### src/rtl/ram512_arbiter.sv
// ============================================================================
// ram512_arbiter : two-port round-robin arbiter in front of a 512x16 RAM
//                  (write on rising edge, combinational read). Optional
//                  power-up clear of the whole RAM when INIT_CLEAR_EN is defined.
// Revision       : 1.0
// ============================================================================
`default_nettype none
`timescale 1ns/1ps

module ram512_arbiter (
    input  logic        CLK,
    input  logic        RESET_N,
    input  logic        req0,
    input  logic        we0,
    input  logic [8:0]  addr0,
    input  logic [15:0] wdata0,
    output logic        gnt0,
    output logic        rvalid0,
    output logic [15:0] rdata0,
    input  logic        req1,
    input  logic        we1,
    input  logic [8:0]  addr1,
    input  logic [15:0] wdata1,
    output logic        gnt1,
    output logic        rvalid1,
    output logic [15:0] rdata1,
    output logic [15:0] ram_in,
    output logic        ram_load,
    output logic [8:0]  ram_address,
    input  logic [15:0] ram_out,
    output logic        busy
);

    logic        run;
    logic        ptr_q, ptr_d;
    logic        arb_gnt0, arb_gnt1;
    logic [8:0]  addr_q, mux_addr;
    logic [15:0] din_q, mux_din;
    logic        mux_load;
    logic        rvalid0_q, rvalid0_d, rvalid1_q, rvalid1_d;
    logic [15:0] rdata0_q, rdata0_d, rdata1_q, rdata1_d;

`ifdef INIT_CLEAR_EN
    localparam logic [0:0] ST_CLEAR = 1'b0;
    localparam logic [0:0] ST_RUN   = 1'b1;

    logic [0:0] state_q, state_d;
    logic [8:0] clr_cnt_q, clr_cnt_d;

    always_comb begin
        state_d   = state_q;
        clr_cnt_d = clr_cnt_q;
        if (state_q == ST_CLEAR) begin
            clr_cnt_d = clr_cnt_q + 9'd1;
            if (clr_cnt_q == 9'd511) begin
                state_d = ST_RUN;
            end
        end
    end

    always_ff @(posedge CLK or negedge RESET_N) begin
        if (!RESET_N) begin
            state_q   <= ST_CLEAR;
            clr_cnt_q <= 9'd0;
        end else begin
            state_q   <= state_d;
            clr_cnt_q <= clr_cnt_d;
        end
    end

    assign run  = (state_q == ST_RUN);
    assign busy = ~run;
`else
    assign run  = 1'b1;
    assign busy = 1'b0;
`endif

    // Raw grants stay free of RESET_N so no flop data path sees the async reset.
    assign arb_gnt0 = run & req0 & (~req1 | ~ptr_q);
    assign arb_gnt1 = run & req1 & (~req0 |  ptr_q);

    // Pointer moves to the loser only when both ports contend.
    assign ptr_d = (run & req0 & req1) ? arb_gnt0 : ptr_q;

    always_comb begin
        mux_addr = addr_q;
        mux_din  = din_q;
        mux_load = 1'b0;
        if (arb_gnt0) begin
            mux_addr = addr0;
            mux_din  = wdata0;
            mux_load = we0;
        end else if (arb_gnt1) begin
            mux_addr = addr1;
            mux_din  = wdata1;
            mux_load = we1;
        end
`ifdef INIT_CLEAR_EN
        if (state_q == ST_CLEAR) begin
            mux_addr = clr_cnt_q;
            mux_din  = 16'h0000;
            mux_load = 1'b1;
        end
`endif
    end

    always_comb begin
        rvalid0_d = arb_gnt0 & ~we0;
        rvalid1_d = arb_gnt1 & ~we1;
        rdata0_d  = rvalid0_d ? ram_out : rdata0_q;
        rdata1_d  = rvalid1_d ? ram_out : rdata1_q;
    end

    always_ff @(posedge CLK or negedge RESET_N) begin
        if (!RESET_N) begin
            ptr_q     <= 1'b0;
            addr_q    <= 9'd0;
            din_q     <= 16'h0000;
            rvalid0_q <= 1'b0;
            rvalid1_q <= 1'b0;
            rdata0_q  <= 16'h0000;
            rdata1_q  <= 16'h0000;
        end else begin
            ptr_q     <= ptr_d;
            addr_q    <= mux_addr;
            din_q     <= mux_din;
            rvalid0_q <= rvalid0_d;
            rvalid1_q <= rvalid1_d;
            rdata0_q  <= rdata0_d;
            rdata1_q  <= rdata1_d;
        end
    end

    // RAM-side and grant outputs are forced low asynchronously while in reset.
    assign gnt0        = RESET_N & arb_gnt0;
    assign gnt1        = RESET_N & arb_gnt1;
    assign ram_load    = RESET_N & mux_load;
    assign ram_address = RESET_N ? mux_addr : 9'd0;
    assign ram_in      = RESET_N ? mux_din  : 16'h0000;

    assign rvalid0 = rvalid0_q;
    assign rvalid1 = rvalid1_q;
    assign rdata0  = rdata0_q;
    assign rdata1  = rdata1_q;

endmodule

`default_nettype wire
### config.mk
export PLATFORM = sky130hd
export DESIGN_NAME = ram512_arbiter
export DESIGN_NICKNAME = d
export VERILOG_FILES = /design/src/rtl/ram512_arbiter.sv
export SDC_FILE = /design/constraint.sdc
export NUM_CORES = 1
export LEC_CHECK = 0
export CORE_ASPECT_RATIO = 0.5
export CORE_MARGIN = 3
export CORE_UTILIZATION = 42
export DETAILED_ROUTE_END_ITERATION = 10
export PLACE_DENSITY_LB_ADDON = 0.08
export SLEW_MARGIN = 0
export SYNTH_ARGS = -nofsm -noshare
export SYNTH_HDL_FRONTEND = slang
export SYNTH_SLANG_ARGS = --single-unit
### constraint.sdc
create_clock -name CLK -period 1.6 [get_ports CLK]
set_input_delay 0.32 -clock CLK [delete_from_list [all_inputs] [get_ports CLK]]
set_output_delay 0.32 -clock CLK [all_outputs]
set_load 0.02 [all_outputs]
==> impl_metrics.py, run 1 <==
metrics = {
    "yosys": {
        "yosys.area.top_type": "dfrtp_1",
        "synth_cells": 279,
        "syn_area_mm2": 0.00308,
        "synthTopCellsByArea": "dfrtp_1, mux2_2, and3b_1, a211oi_1, nor2b_1",
        "yosys.area.top_type_share_pct": 48.8,
        "syn-num-nets": 351,
        "seq_area_frac_synth_pct": 48.8,
        "ys_warn_count": 0,
        "synthFlopType": "dfrtp_1",
        "ys_ff_latch": 60,
        "synth_common_cells": "dfrtp_1, nor2_1",
        "yosysMostFrequentCell": "dfrtp_1",
        "async_reset_ff_share_pct": 100,
        "syn_avg_cell_area_um2": 11.0,
        "synth-edff-count": 0,
        "yosysUniqueCellTypes": 25,
    },
    "sta": {
        "relSlewSlack_pct": 49.6,
        "fmax_mhz": 513,
        "drv_slew": 0,
        "whs_ps": 324,
        "fin_ws_ps": -350,
        "finalClockSkew_ps": 4.56,
        "rsz0062_at_grt": "true",
        "min_period_over_period_pct": 122,
        "hold_viol": 0,
        "setup_violations": 47,
        "worstMarginPinSlew_ps": 756,
        "period_minus_slack_ps": 1950,
    },
    "clocking": {
        "clockBufferDepth": 2,
        "postCtsHoldBufs": 0,
        "cts_tree": "yes",
        "clk_pin_slew_ps": 50,
        "clock_sinks": 60,
        "clkLatencyLatePin_ps": 320,
        "cts-htree-levels": 3,
        "cts_buffers": 9,
        "cts-root-buf": "clkbuf_16",
    },
    "route": {
        "wirelength_mm": 10.4,
        "vias": 2909,
        "final_antenna_net_count": 0,
        "routedWlPerCell_um": 19.0,
        "drc": 0,
        "drt_first_iter_violations": 99,
        "vias_per_cell": 5.33,
        "first_pass_iters": 4,
    },
    "placed_design": {
        "place_area_mm2": 0.00522,
        "post-place-cells": 526,
        "place_ws_ps": -918,
        "gp_congestion": 0.882,
        "dp_hpwl_mm": 6.75,
        "io_buffers": 133,
    },
    "pwr": {
        "p_leak_nw": 2.65,
        "p_per_area_mw_per_mm2": 1260,
        "ir_drop_v": 0.00117,
        "power_mw": 7.48,
    },
    "floorplan": {
        "die_w_um": 127,
        "io_pins": 135,
        "core-area_mm2": 0.00688,
        "rows": 21,
        "dieArea_mm2": 0.00845,
        "die_y_um": 66.5,
        "start_util_pct": 44.7,
    },
    "worst_setup_path": {
        "worstPathArrival_ps": 1630,
        "r2r_cells": 7,
        "crit_start": "req0",
        "r2r_setup_slack_ps": -230,
        "r2r_end": "rdata0[2]",
        "worst_setup_path_start_kind": "primary input",
        "end_kind": "primary output",
        "reg2reg_from": "ptr_q",
        "crit_type": "primary input to primary output",
        "crit_fanout": 13,
        "worstPathRequired_ps": 1280,
    },
    "layout": {
        "stdcell_count": 546,
        "fill_cells": 329,
        "nets": 522,
        "final_design_area_no_fill_mm2": 0.00595,
        "drive_above_1_share_pct": 46.5,
        "antennaDiodeCount": 0,
        "areaGrowthSynthToFinish_pct": 93.4,
    },
    "hold_path": {
        "hp-class": "primary input to async pin",
    },
    "run": {
        "drv_cap": 0,
    },
    "global_routing": {
        "grt_usage_pct": 24.9,
        "antenna_found_initial": 0,
        "grt_pass1_wl_mm": 16.4,
        "grt-ovfl-total": 0,
        "grt_start_max_net_pins": 61,
        "grt_pass1_vias": 3185,
    },
    "run_status": {
        "failed_checks": "negative setup slack",
        "status": "complete, but fails checks",
    },
}
==> layout by cell type, fill, tap and decap left out, drive strengths merged, types with 2 or more instances in the layout <==
cell,instances
dlygate4sd2,27
o211ai,2
bufinv,2
nor4,25
a211oi,25
clkinv,2
dfrtp,60
mux2,32
dlymetal6s2s,8
nor3,25
clkbuf,12
clkdlybuf4s50,68
inv,4
and3b,25
buf,78
nor2,27
nor2b,25
==> logic make-up after synthesis <==
family	Yosys count	synth area share, %
other cells	1	0.122
compound gates	29	7.64
flops	60	48.8
mux	32	12.8
xor+xnor	1	0.285
buf+inv	28	5.08
simple gates	128	25.3
==> per-layer routing <==
metal	up-vias	track usage [%]	share of wire [%]
met5	-	0	0
met4	0	6.95	0.40
met3	6	9.21	7.5
met2	90	44.9	52
met1	1454	28.2	40
li1	1359	-	-
==> worst max path at each step <==
stage | endpoint | cells after the start
floorplan | ram_address[3] | 5
global placement | ram_address[8] | 6
detailed placement | ram_address[0] | 6
CTS | ram_in[7] | 4
global route | ram_in[15] | 5
finish | ram_in[15] | 5
==> cell type report <==
type | count | area (um^2) | area share [%]
well taps | 92 | 115 | 1.93
repair buffers | 183 | 1830 | 30.7
clock buffers | 11 | 253 | 4.25
inverters | 5 | 20.0 | 0.336
clock inverters | 4 | 72.6 | 1.22
multi-input cells | 191 | 2160 | 36.3
flip-flops and latches | 60 | 1500 | 25.2
==> state kept, by name, indices dropped and copies added (netlist names) <==
name,count
din_q,16
rdata0,16
rdata1,16
addr_q,9
ptr_q,1
rvalid0,1
rvalid1,1
==> worst max-delay path, cell delays in order <==
cell           delay, ps
dlygate4sd2_1        290
bufbuf_16            310
a211oi_1             400
nor4_2               120
buf_4                180
==> repair_timing <==
item,in CTS,in global routing
pin swaps,3,4
setup buffers,2,2
gates resized for setup,231,61
endpoints found under the hold margin,0,0
endpoints found under the setup margin,87,68
cloned,3,0
==> where the power goes <==
group          internal, mW  switching, mW
clock                  1.43          0.650
sequential             1.95          0.206
combinational          1.64           1.60
total                  5.02           2.46
==> through the flow <==
stage          util (%)  TNS, ps
2_1_floorplan         -     -107
3_3_place_gp       75.8   -46160
3_5_place_dp       75.8   -49470
4_1_cts            83.9   -10130
5_1_grt            86.5   -12440
6_report           86.5    -9790
No activity file was read; power rests on OpenSTA's default activity.
==> inputs of run 2 (changes only) <==
Settings changed: CORE_MARGIN 3 to 4, GPL_ROUTABILITY_DRIVEN set to 0.
==> run 2 against run 1 <==
Effect of this change:
- the flow still finishes with violations (negative setup slack)
- non-clock buffer count rose by 1
- total power fell by 2.5%
- sequential share of layout area rose by 0.74 points
- critical path depth did not move
- global-route usage fell by 1.6 points
- core utilization fell by 2.5 points
- clock power barely moved
==> impl_metrics.py, run 2 (same netlist as run 1, synthesis figures left out) <==
metrics = {
    "pwr": {
        "p_sw_mw": 2.41,
        "intPower_mw": 4.89,
        "power_mw": 7.29,
        "p_sw_share_pct": 33.0,
        "p_per_area_mw_per_mm2": 1260,
        "p_leak_nw": 2.49,
        "p_comb_share_pct": 42.1,
        "ir_drop_v": 0.000841,
        "p_seq_share_pct": 29.3,
        "p_clk_share_pct": 28.6,
    },
    "global_routing": {
        "grt_start_max_net_pins": 61,
        "grt-ovfl-total": 0,
        "grt_pass1_vias": 3175,
        "antenna_found_initial": 0,
        "grt_pass1_wl_mm": 15.8,
        "grt_usage_pct": 23.3,
    },
    "route": {
        "final_antenna_net_count": 0,
        "wirelength_mm": 9.84,
        "drc": 0,
        "vias": 2882,
        "first_pass_iters": 4,
        "routedWlPerCell_um": 18.0,
        "vias_per_cell": 5.27,
        "drt_first_iter_violations": 127,
    },
    "sta": {
        "hold_viol": 0,
        "drv_slew": 0,
        "worstMarginPinSlew_ps": 756,
        "period_minus_slack_ps": 1920,
        "fin_ws_ps": -324,
        "relSlewSlack_pct": 49.6,
        "min_period_over_period_pct": 120,
        "whs_ps": 333,
        "finalClockSkew_ps": 7.06,
        "fmax_mhz": 520,
        "setup_violations": 41,
        "rsz0062_at_grt": "true",
    },
    "clocking": {
        "cts-htree-levels": 3,
        "cts-root-buf": "clkbuf_16",
        "cts_buffers": 9,
        "clockBufferDepth": 2,
        "clk_pin_slew_ps": 50,
        "clock_sinks": 60,
        "postCtsHoldBufs": 0,
        "cts_tree": "yes",
        "clkLatencyLatePin_ps": 330,
    },
    "floorplan": {
        "die_w_um": 129,
        "dieArea_mm2": 0.00885,
        "rows": 21,
        "start_util_pct": 44.7,
        "die_y_um": 68.5,
        "core-area_mm2": 0.00688,
        "io_pins": 135,
    },
    "worst_setup_path": {
        "worst-path-buf-inv": 2,
        "crit_type": "flip-flop to primary output",
        "end_kind": "primary output",
        "worstPathArrival_ps": 1600,
        "worstPathCellList": "a21bo_4 -> clkbuf_16 -> nor2_2 -> nor4_4 -> buf_2",
        "slowest_stage": "dfrtp_2",
        "worstPathRequired_ps": 1280,
        "max_stage_delay_ps": 430,
        "critPathTopFamily": "flip-flops",
        "worst_setup_path_start_kind": "flip-flop",
        "crit_fanout": 8,
    },
    "placed_design": {
        "dp_hpwl_mm": 6.80,
        "io_buffers": 133,
    },
    "layout": {
        "antennaDiodeCount": 0,
        "areaGrowthSynthToFinish_pct": 87.8,
        "fill_cells": 392,
        "layout_common_cells": "clkdlybuf4s50_1, dfrtp_1, buf_4, dlygate4sd2_1",
        "final_common_cell": "clkdlybuf4s50_1",
        "drive_above_1_share_pct": 44.2,
        "nets": 523,
    },
    "run_status": {
        "status": "complete, but fails checks",
        "failed_checks": "negative setup slack",
    },
    "hold_path": {
        "hp-class": "primary input to async pin",
    },
    "run": {
        "drv_cap": 0,
    },
}
==> run 2: timing repair <==
item	4_1_cts	5_1_grt
setup buffers	2	2
resized for setup	229	23
pin swaps	11	4
endpoints found under the setup margin	95	46
cloned	0	3
==> run 2: per-stage QoR <==
| stage | utilization (%) | setup WS [ps] | std cells | area (um^2) | TNS, ps |
|---|---|---|---|---|---|
| after floorplan | - | -7.65 | 279 | 3550 | -107 |
| after global placement | 75.2 | -884 | 525 | 5180 | -43340 |
| after detailed placement | 75.2 | -958 | 525 | 5180 | -47050 |
| after CTS | 81.4 | -325 | 542 | 5600 | -7880 |
| after global routing | 84.0 | -381 | 547 | 5780 | -10460 |
| final | 84.0 | -324 | 547 | 5780 | -7720 |
==> run 2: power by group through the flow <==
stage               clock network, mW  registers [mW]  logic [mW]
CTS                              2.12            2.14        2.97
floorplan                           0            2.45        1.33
global route                     2.20            2.19        3.28
finish                           2.08            2.14        3.07
detailed placement                  0            2.15        3.00
global placement                    0            2.12        2.93
==> run 2: area by class of cell <==
class / instances / area, um^2 / share of cell area (%)
Clock buffer: 11 / 253 / 4.37
Clock inverter: 4 / 72.6 / 1.26
Inverter: 5 / 20.0 / 0.346
Multi-Input combinational cell: 191 / 2060 / 35.6
Sequential cell: 60 / 1500 / 26.0
Tap cell: 92 / 115 / 1.99
Timing Repair Buffer: 184 / 1760 / 30.4
==> run 2: path summary, 6_finish.rpt <==
| check | from | end | slack [ps] | cells past startpoint |
|---|---|---|---|---|
| setup / recovery | ptr_q | ram_in[7] | -320 | 5 |
| hold / removal | RESET_N | din_q[5] | 330 | 3 |
| setup reg to reg | ptr_q | rdata0[15] | -40 | 5 |
| hold reg to reg | rdata0[15] | rdata0[15] | 500 | 1 |
| max in group asynchronous | RESET_N | ptr_q | 750 | 3 |
| min in group CLK | rdata0[15] | rdata0[15] | 500 | 1 |
==> run 2: worst reg2reg max path, cell delays in order (launching register included) <==
cell,delay [ps]
dfrtp_2,430
a21bo_4,280
buf_4,180
nor2_8,140
clkbuf_16,170
mux2_2,320
==> run 2: layer usage <==
layer / track usage (%) / routed length, um
met5: 0 / 0
met4: 7.59 / 96
met3: 8.38 / 748
met2: 41.9 / 5070
met1: 26.4 / 3920
